<file path="config.mk">
export PLATFORM = sky130hd
export DESIGN_NAME = psg_write_arbiter_flat
export DESIGN_NICKNAME = d
export VERILOG_FILES = /design/src/rtl/psg_pkg.sv /design/src/rtl/psg_write_arbiter_if.sv /design/src/rtl/psg_byte_encoder.sv /design/src/rtl/psg_write_arbiter.sv /design/src/flat_wrapper.sv
export SDC_FILE = /design/constraint.sdc
export NUM_CORES = 1
export LEC_CHECK = 0
export CORE_MARGIN = 4
export CORE_UTILIZATION = 47
export DETAILED_ROUTE_END_ITERATION = 8
export GPL_TIMING_DRIVEN = 0
export PLACE_DENSITY = 0.85
export SLEW_MARGIN = 20
export SYNTH_ARGS = -nofsm -noshare
export SYNTH_HDL_FRONTEND = slang
export SYNTH_SLANG_ARGS = --single-unit
</file>
<file path="constraint.sdc">
create_clock -name clk -period 1.95 [get_ports clk]
set_input_delay 0.195 -clock clk [delete_from_list [all_inputs] [get_ports clk]]
set_output_delay 0.195 -clock clk [all_outputs]
set_load 0.05 [all_outputs]
</file>
<file path="src/rtl/psg_pkg.sv">
// Shared definitions for the PSG write arbiter slice.
//   - register codes as they appear in the PSG latch byte (bits 6:4)
//   - field widths for tone period, attenuation and noise control
//   - arbiter FSM state encoding
//   - is_two_byte(): tone registers need a latch byte plus a data byte
package psg_pkg;

  localparam int FREQ_BITS  = 10;
  localparam int ATTN_BITS  = 4;
  localparam int NOISE_BITS = 3;

  localparam logic [2:0] REG_TONE0 = 3'b000;
  localparam logic [2:0] REG_ATTN0 = 3'b001;
  localparam logic [2:0] REG_TONE1 = 3'b010;
  localparam logic [2:0] REG_ATTN1 = 3'b011;
  localparam logic [2:0] REG_TONE2 = 3'b100;
  localparam logic [2:0] REG_ATTN2 = 3'b101;
  localparam logic [2:0] REG_NOISE = 3'b110;
  localparam logic [2:0] REG_ATTN3 = 3'b111;

  typedef enum logic [2:0] {
    ST_IDLE  = 3'd0,
    ST_LATCH = 3'd1,
    ST_GAP_A = 3'd2,
    ST_DATA  = 3'd3,
    ST_GAP_B = 3'd4
  } psg_state_e;

  // Tone registers are the even codes except noise; only they carry
  // more than four value bits and therefore a second (data) byte.
  function automatic logic is_two_byte(input logic [2:0] reg_code);
    return (reg_code[0] == 1'b0) && (reg_code != REG_NOISE);
  endfunction

endpackage

</file>
<file path="src/rtl/psg_write_arbiter_if.sv">
// One requester's command channel into the PSG write arbiter.
//   valid    : requester has a command (master -> slave)
//   ready    : arbiter accepts the command this cycle (slave -> master)
//   reg_code : 3-bit PSG register code
//   value    : 10-bit register value (only the bits the register uses matter)
// Handshake: a command transfers in a cycle where valid & ready are both 1.
// The master holds valid, reg_code and value stable until that cycle; ready
// is combinational and may be 0 while valid is 1 for any number of cycles.
interface psg_write_arbiter_if;
  import psg_pkg::*;

  logic                 valid;
  logic                 ready;
  logic [2:0]           reg_code;
  logic [FREQ_BITS-1:0] value;

  modport master (output valid, output reg_code, output value, input ready);
  modport slave  (input valid, input reg_code, input value, output ready);

endinterface

</file>
<file path="src/rtl/psg_byte_encoder.sv">
// Turns a whole-register command into the PSG bus bytes.
//   reg_code   : register code
//   value      : register value
//   latch_byte : {1, reg_code, low nibble}; noise keeps only 3 value bits
//   data_byte  : {00, value[9:4]} (meaningful for tone registers only)
//   two_byte   : 1 when the data byte must follow the latch byte
module psg_byte_encoder
  import psg_pkg::*;
(
  input  logic [2:0]           reg_code,
  input  logic [FREQ_BITS-1:0] value,
  output logic [7:0]           latch_byte,
  output logic [7:0]           data_byte,
  output logic                 two_byte
);

  logic [3:0] low_nibble;

  always_comb begin
    // Unused value bits are masked so they never reach the PSG.
    if (reg_code == REG_NOISE) begin
      low_nibble = {1'b0, value[NOISE_BITS-1:0]};
    end else begin
      low_nibble = value[ATTN_BITS-1:0];
    end
    latch_byte = {1'b1, reg_code, low_nibble};
    data_byte  = {2'b00, value[FREQ_BITS-1:ATTN_BITS]};
    two_byte   = is_two_byte(reg_code);
  end

endmodule

</file>
<file path="src/rtl/psg_write_arbiter.sv">
// Round-robin arbiter sharing the PSG write port between two requesters.
//   clk, reset : clock, synchronous active-high reset
//   req0, req1 : command channels (slave side)
//   psg_data   : registered byte to the PSG
//   psg_we_n   : registered active-low write strobe, one cycle per byte
//   busy       : 1 whenever the FSM is not IDLE
//   state_dbg  : current FSM state
// Commands are accepted only in IDLE, so the latch and data bytes of a tone
// write always reach the PSG back to back with nothing in between.
module psg_write_arbiter
  import psg_pkg::*;
#(
  parameter int GAP_CYCLES = 1
) (
  input  logic                      clk,
  input  logic                      reset,
  psg_write_arbiter_if.slave        req0,
  psg_write_arbiter_if.slave        req1,
  output logic [7:0]                psg_data,
  output logic                      psg_we_n,
  output logic                      busy,
  output psg_state_e                state_dbg
);

  localparam logic [3:0] GAP_N    = GAP_CYCLES[3:0];
  localparam logic [3:0] GAP_LAST = (GAP_CYCLES == 0) ? 4'd0 : GAP_N - 4'd1;

  psg_state_e           state;
  psg_state_e           state_next;
  logic                 prefer1;     // 1: req1 wins a tie
  logic                 grant0;
  logic                 grant1;
  logic                 handshake;
  logic [2:0]           cap_reg;
  logic [FREQ_BITS-1:0] cap_value;
  logic [3:0]           gap_cnt;
  logic                 gap_done;

  logic [2:0]           enc_reg;
  logic [FREQ_BITS-1:0] enc_value;
  logic [7:0]           latch_byte;
  logic [7:0]           data_byte;
  logic                 two_byte;

  // Arbitration: only in IDLE and never while reset is asserted.
  always_comb begin
    grant0 = 1'b0;
    grant1 = 1'b0;
    if (!reset && state == ST_IDLE) begin
      if (req0.valid && (!req1.valid || !prefer1)) begin
        grant0 = 1'b1;
      end else if (req1.valid) begin
        grant1 = 1'b1;
      end
    end
  end

  assign req0.ready = grant0;
  assign req1.ready = grant1;
  assign handshake  = grant0 | grant1;

  // The latch byte is registered in the handshake cycle, before the command
  // is captured, so the encoder looks at the winner directly then.
  always_comb begin
    enc_reg   = cap_reg;
    enc_value = cap_value;
    if (grant0) begin
      enc_reg   = req0.reg_code;
      enc_value = req0.value;
    end else if (grant1) begin
      enc_reg   = req1.reg_code;
      enc_value = req1.value;
    end
  end

  psg_byte_encoder u_encoder (
    .reg_code   (enc_reg),
    .value      (enc_value),
    .latch_byte (latch_byte),
    .data_byte  (data_byte),
    .two_byte   (two_byte)
  );

  assign gap_done = (gap_cnt == GAP_LAST);

  // Next-state logic. With no gap configured the GAP states are bypassed.
  always_comb begin
    state_next = state;
    case (state)
      ST_IDLE: begin
        if (handshake) state_next = ST_LATCH;
      end
      ST_LATCH: begin
        if (GAP_N != 4'd0) state_next = ST_GAP_A;
        else if (two_byte) state_next = ST_DATA;
        else               state_next = ST_IDLE;
      end
      ST_GAP_A: begin
        if (gap_done) state_next = two_byte ? ST_DATA : ST_IDLE;
      end
      ST_DATA: begin
        state_next = (GAP_N != 4'd0) ? ST_GAP_B : ST_IDLE;
      end
      ST_GAP_B: begin
        if (gap_done) state_next = ST_IDLE;
      end
      default: state_next = ST_IDLE;
    endcase
  end

  always_ff @(posedge clk) begin
    if (reset) begin
      state     <= ST_IDLE;
      prefer1   <= 1'b0;
      cap_reg   <= 3'd0;
      cap_value <= '0;
      gap_cnt   <= 4'd0;
      psg_data  <= 8'h00;
      psg_we_n  <= 1'b1;
    end else begin
      state <= state_next;
      if (handshake) begin
        cap_reg   <= enc_reg;
        cap_value <= enc_value;
        prefer1   <= grant0;
      end
      // Counts cycles spent in the current gap state; restarts on entry.
      if ((state == ST_GAP_A || state == ST_GAP_B) && state_next == state) begin
        gap_cnt <= gap_cnt + 4'd1;
      end else begin
        gap_cnt <= 4'd0;
      end
      // Outputs are driven from the state being entered so they line up
      // with LATCH/DATA being the current state.
      psg_we_n <= !(state_next == ST_LATCH || state_next == ST_DATA);
      if (state_next == ST_LATCH) begin
        psg_data <= latch_byte;
      end else if (state_next == ST_DATA) begin
        psg_data <= data_byte;
      end
    end
  end

  assign busy      = (state != ST_IDLE);
  assign state_dbg = state;

endmodule

</file>
<file path="src/flat_wrapper.sv">
// flat-port wrapper written by rule: the top's interface ports become plain ports
module psg_write_arbiter_flat import psg_pkg::*;
#(
  parameter int GAP_CYCLES = 1
)
  (clk, reset, psg_data, psg_we_n, busy, state_dbg, req0_valid, req0_reg_code, req0_value, req0_ready, req1_valid, req1_reg_code, req1_value, req1_ready);
  psg_write_arbiter_if req0_i ();
  psg_write_arbiter_if req1_i ();
  input  logic clk;
  input  logic reset;
  output logic [7:0] psg_data;
  output logic psg_we_n;
  output logic busy;
  output psg_state_e state_dbg;
  input wire logic [$bits(req0_i.valid)-1:0] req0_valid;
  input wire logic [$bits(req0_i.reg_code)-1:0] req0_reg_code;
  input wire logic [$bits(req0_i.value)-1:0] req0_value;
  output wire logic [$bits(req0_i.ready)-1:0] req0_ready;
  input wire logic [$bits(req1_i.valid)-1:0] req1_valid;
  input wire logic [$bits(req1_i.reg_code)-1:0] req1_reg_code;
  input wire logic [$bits(req1_i.value)-1:0] req1_value;
  output wire logic [$bits(req1_i.ready)-1:0] req1_ready;
  assign req0_i.valid = req0_valid;
  assign req0_i.reg_code = req0_reg_code;
  assign req0_i.value = req0_value;
  assign req0_ready = req0_i.ready;
  assign req1_i.valid = req1_valid;
  assign req1_i.reg_code = req1_reg_code;
  assign req1_i.value = req1_value;
  assign req1_ready = req1_i.ready;
  psg_write_arbiter #(.GAP_CYCLES(GAP_CYCLES)) u_core (.clk(clk), .reset(reset), .req0(req0_i), .req1(req1_i), .psg_data(psg_data), .psg_we_n(psg_we_n), .busy(busy), .state_dbg(state_dbg));
endmodule
</file>
==> flow_summary.toml <==
[setup_path]
timing.critical_path.arrival_ps = 2250
reg2reg_setup_slack_ps = -80
critPathKind = "reg2reg"
crit_fanout = 7
critical_path.endpoint_type = "flip-flop"
timing.rr.end = "u_core.psg_data[3]"
critical_path_launch_point_type = "flip-flop"
rr_startpoint = "u_core.gap_cnt[0]"
reg2reg_depth = 9
worst_ep_required_time_ps = 2170

[run_status]
violations = "negative setup slack"
outcome = "finished with violations"

[finish]
max_flop_register = "u_core.cap_value"
diodes_inserted = 0
drive_gt1_share_pct = 21.8
fillCellCount = 245
largest_reg_flops = 10
layoutNonFillerInstCount = 287
finalNetCount = 275
area_delta_synth_final_pct = 47.6
non_filler_cell_area_final_mm2 = 0.00227
largest_registers_ranked_by_flip_flop_count = "u_core.cap_value x10, u_core.psg_data x8, u_core.gap_cnt x4"

[sta]
finalWorstSetupSlack_ps = -83.0
finalSetupTns_ps = -83.0
finalHoldViolCount = 0
rsz_0062_raised_after_global_routing = "yes"
worst_slew_pin_slew_ps = 503
fin_hold_ws_ps = 398
timing.final.max_slew_violations = 0
final.setup_skew_ps = 11.8
final.min_clock_period_ps = 2030
slew_headroom_pct = 66.4
setup_violations = 1
finalCritPeriodShare_pct = 104
max_clock_freq_mhz = 492

[synth]
seq_area_frac_synth_pct = 39.1
synth_area_leader_cell = "sky130_fd_sc_hd__dfxtp_1"
synth-adder-area-share_pct = 1.63
synthesis.nets = 217
synth_cell_type_count = 39
post_synth_main_area_contributors = "sky130_fd_sc_hd__dfxtp_1, sky130_fd_sc_hd__nor2_1, sky130_fd_sc_hd__nand2_1, sky130_fd_sc_hd__a21oi_1, sky130_fd_sc_hd__a22oi_1"
synthDominantCellAreaShare_pct = 39.1
flip_flop_and_latch_count_after_synthesis = 30
synth_compound_area_share_pct = 27.2
xor_xnor_portion_of_the_synthesized_cell_area_pct = 1.14
post_synth_instance_area_mm2 = 0.00154
synthesis.instances = 185
post_synth.cell_area_avg_um2 = 8.31
yosys_warnings = 0
synth_simple_gate_area_share_pct = 23.6
largest_family_of_logic_cells_by_synthesized_area = "compound AO/OA/AOI/OAI gates"
synth.area.mux_share_pct = 0

[pwr]
power.ir.vdd_worst_v = 0.000829
cell_pwr_density_mw_per_mm2 = 827
p_leak_uw = 0.000887

[clock_tree]
htreeDepth = 2
clock_tree_from_tritoncts = "yes"
clk_pin_slew_ps = 90
cts_hold_buffers = 0
worstSkewPairLatency_ps = 330
cts.root.buffer_cell = "sky130_fd_sc_hd__clkbuf_4"
clock_sink_count = 30
total_cts_buffers = 5
max-clock-path-buffers = 2

[die]
die_h_um = 65.2
initial_core_util_pct = 49.9
chipWidth_um = 65.2
row_count = 20
die_area_mm2 = 0.00425
boundaryPins = 45
design.core.area_mm2 = 0.00308

[place]
detailed_place_hpwl_um = 3050
place_congestion = 0.833
placement_cell_area_mm2 = 0.00203
port_buffers = 43
pre_cts_ws_ps = -522
numPlacedInstances = 272

[grt]
global_route.overflow_total = 0
first_pass_grt_wire_length_um = 7010
track_usage_pct = 21.3
grt_start_max_net_pins = 11
number_of_global_route_vias_before_repair = 1468
antenna_found_initial = 0

[worst_hold_path]
hold_crit_depth = 4
hp_start = "req1_valid"
hp-class = "in2reg"
end_point_of_the_worst_hold_path = "u_core.prefer1"

[detailed_routing]
via_count = 1595
route.final.wire_length_um = 4620
detail_route.iter0.violations = 114
wire_per_inst_um = 16.1
drt_first_pass_iters = 4
route.detailed.drc = 0
viasPerCell = 5.56
antenna_left = 0

[run]
max_cap_violations = 0
==> cell usage after synthesis <==
cell type                   count
sky130_fd_sc_hd__xor2_1         1
sky130_fd_sc_hd__nor3b_2        2
sky130_fd_sc_hd__xnor2_1        1
sky130_fd_sc_hd__a32oi_1        1
sky130_fd_sc_hd__a22o_1         1
sky130_fd_sc_hd__buf_4          1
sky130_fd_sc_hd__nand2b_1       2
sky130_fd_sc_hd__ha_1           2
sky130_fd_sc_hd__o211a_1        3
sky130_fd_sc_hd__nor2_1        23
sky130_fd_sc_hd__a31oi_1        3
sky130_fd_sc_hd__a32o_1         4
sky130_fd_sc_hd__nor2b_1        2
sky130_fd_sc_hd__a31o_1         1
sky130_fd_sc_hd__clkbuf_1       4
sky130_fd_sc_hd__nor3_1         5
sky130_fd_sc_hd__a21oi_1       12
sky130_fd_sc_hd__a221oi_1       4
sky130_fd_sc_hd__nand2_1       21
sky130_fd_sc_hd__dfxtp_1       30
sky130_fd_sc_hd__and2_1         8
sky130_fd_sc_hd__or4_1          1
sky130_fd_sc_hd__o21ai_1        1
sky130_fd_sc_hd__nand3_1        5
sky130_fd_sc_hd__a221oi_2       1
sky130_fd_sc_hd__a211oi_1       3
sky130_fd_sc_hd__a2111o_1       1
sky130_fd_sc_hd__a21boi_2       1
sky130_fd_sc_hd__a2bb2oi_2      1
sky130_fd_sc_hd__nand2_2        1
sky130_fd_sc_hd__nor4_4         1
sky130_fd_sc_hd__a22oi_1        8
sky130_fd_sc_hd__o21ai_0       10
sky130_fd_sc_hd__or3_1          2
sky130_fd_sc_hd__buf_6          3
sky130_fd_sc_hd__buf_2          6
sky130_fd_sc_hd__inv_1          7
sky130_fd_sc_hd__o21ai_2        1
sky130_fd_sc_hd__a2111oi_0      1
==> metrics by stage <==
| step | utilization [%] | power, µW |
|---|---|---|
| 5_1_grt | 73.7 | 1970 |
| 4_1_cts | 69.3 | 1800 |
| 3_3_place_gp | 66.1 | 1280 |
| 3_5_place_dp | 66.1 | 1280 |
| 6_report | 73.7 | 1880 |
| 2_1_floorplan | - | 1090 |
==> layout make-up <==
class / instances / area [µm²] / share of cell area, %
Buffer: 13 / 96.3 / 4.25
Clock buffer: 6 / 51.3 / 2.26
Clock inverter: 1 / 30.0 / 1.32
Inverter: 7 / 26.3 / 1.16
Multi-Input combinational cell: 134 / 906 / 40.0
Sequential cell: 30 / 604 / 26.7
Tap cell: 44 / 55.1 / 2.43
Timing Repair Buffer: 52 / 498 / 22.0
==> worst max path at each step <==
stage | from | to | slack [ps] | cells after the start
after CTS | u_core.gap_cnt[0] | u_core.psg_data[3] | 10 | 9
after detailed placement | req0_valid | req0_ready | -520 | 5
after global routing | u_core.gap_cnt[0] | u_core.psg_data[3] | -190 | 9
after global placement | req0_valid | req0_ready | -510 | 5
final | u_core.gap_cnt[0] | u_core.psg_data[3] | -80 | 9
after floorplan | u_core.state_dbg[1] | u_core.psg_data[3] | 40 | 8
==> cells in the final DEF (no fill, tap or decap), drive strengths merged, types with 2 or more instances in the layout <==
cell	n
nor2b	2
a22oi	8
nor3b	2
nand3	5
a21oi	12
o211a	3
or3	2
and2	8
dfxtp	30
o21ai	12
inv	7
nor3	5
clkbuf	9
a31oi	3
nor2	23
a211oi	3
a221oi	5
ha	2
a32o	4
nand2	22
nand2b	2
clkdlybuf4s50	40
buf	21
==> cell families after synthesis <==
kind of cell / Yosys count
DFF: 30
buffers and inverters: 21
and+or+nand+nor: 73
adders and majority gates: 2
AOI/OAI and AO/OA: 57
xor gates and xnor gates: 2
==> what timing repair did <==
| action | in CTS | in global routing |
|---|---|---|
| pin swaps | 1 | 11 |
| setup buffers | 0 | 9 |
| endpoints found under the setup margin | 8 | 13 |
| resized for setup | 22 | 19 |
==> layer usage <==
metal	wire length [µm]	vias to the layer above	global-route usage [%]	part of all wire, %
met1	1950	745	28.7	42
met4	39	0	6.99	0.85
met2	2260	70	32.7	49
li1	-	774	-	-
met5	0	-	0	0
met3	367	6	5.98	8.0
==> worst max-delay path, cell delays in order (launching register included) <==
cell	delay [ps]
sky130_fd_sc_hd__dfxtp_1	340
sky130_fd_sc_hd__inv_1	70
sky130_fd_sc_hd__ha_1	140
sky130_fd_sc_hd__nor3b_4	250
sky130_fd_sc_hd__nand3_2	150
sky130_fd_sc_hd__and2_1	190
sky130_fd_sc_hd__buf_4	180
sky130_fd_sc_hd__a221oi_1	290
sky130_fd_sc_hd__a2111oi_1	110
sky130_fd_sc_hd__a31o_1	210
==> power by group <==
part,switching [µW],internal (µW),total (µW)
registers,29.4,664,693
logic,392,283,674
clock network,209,298,508
Power figures use the tool's default switching activity.
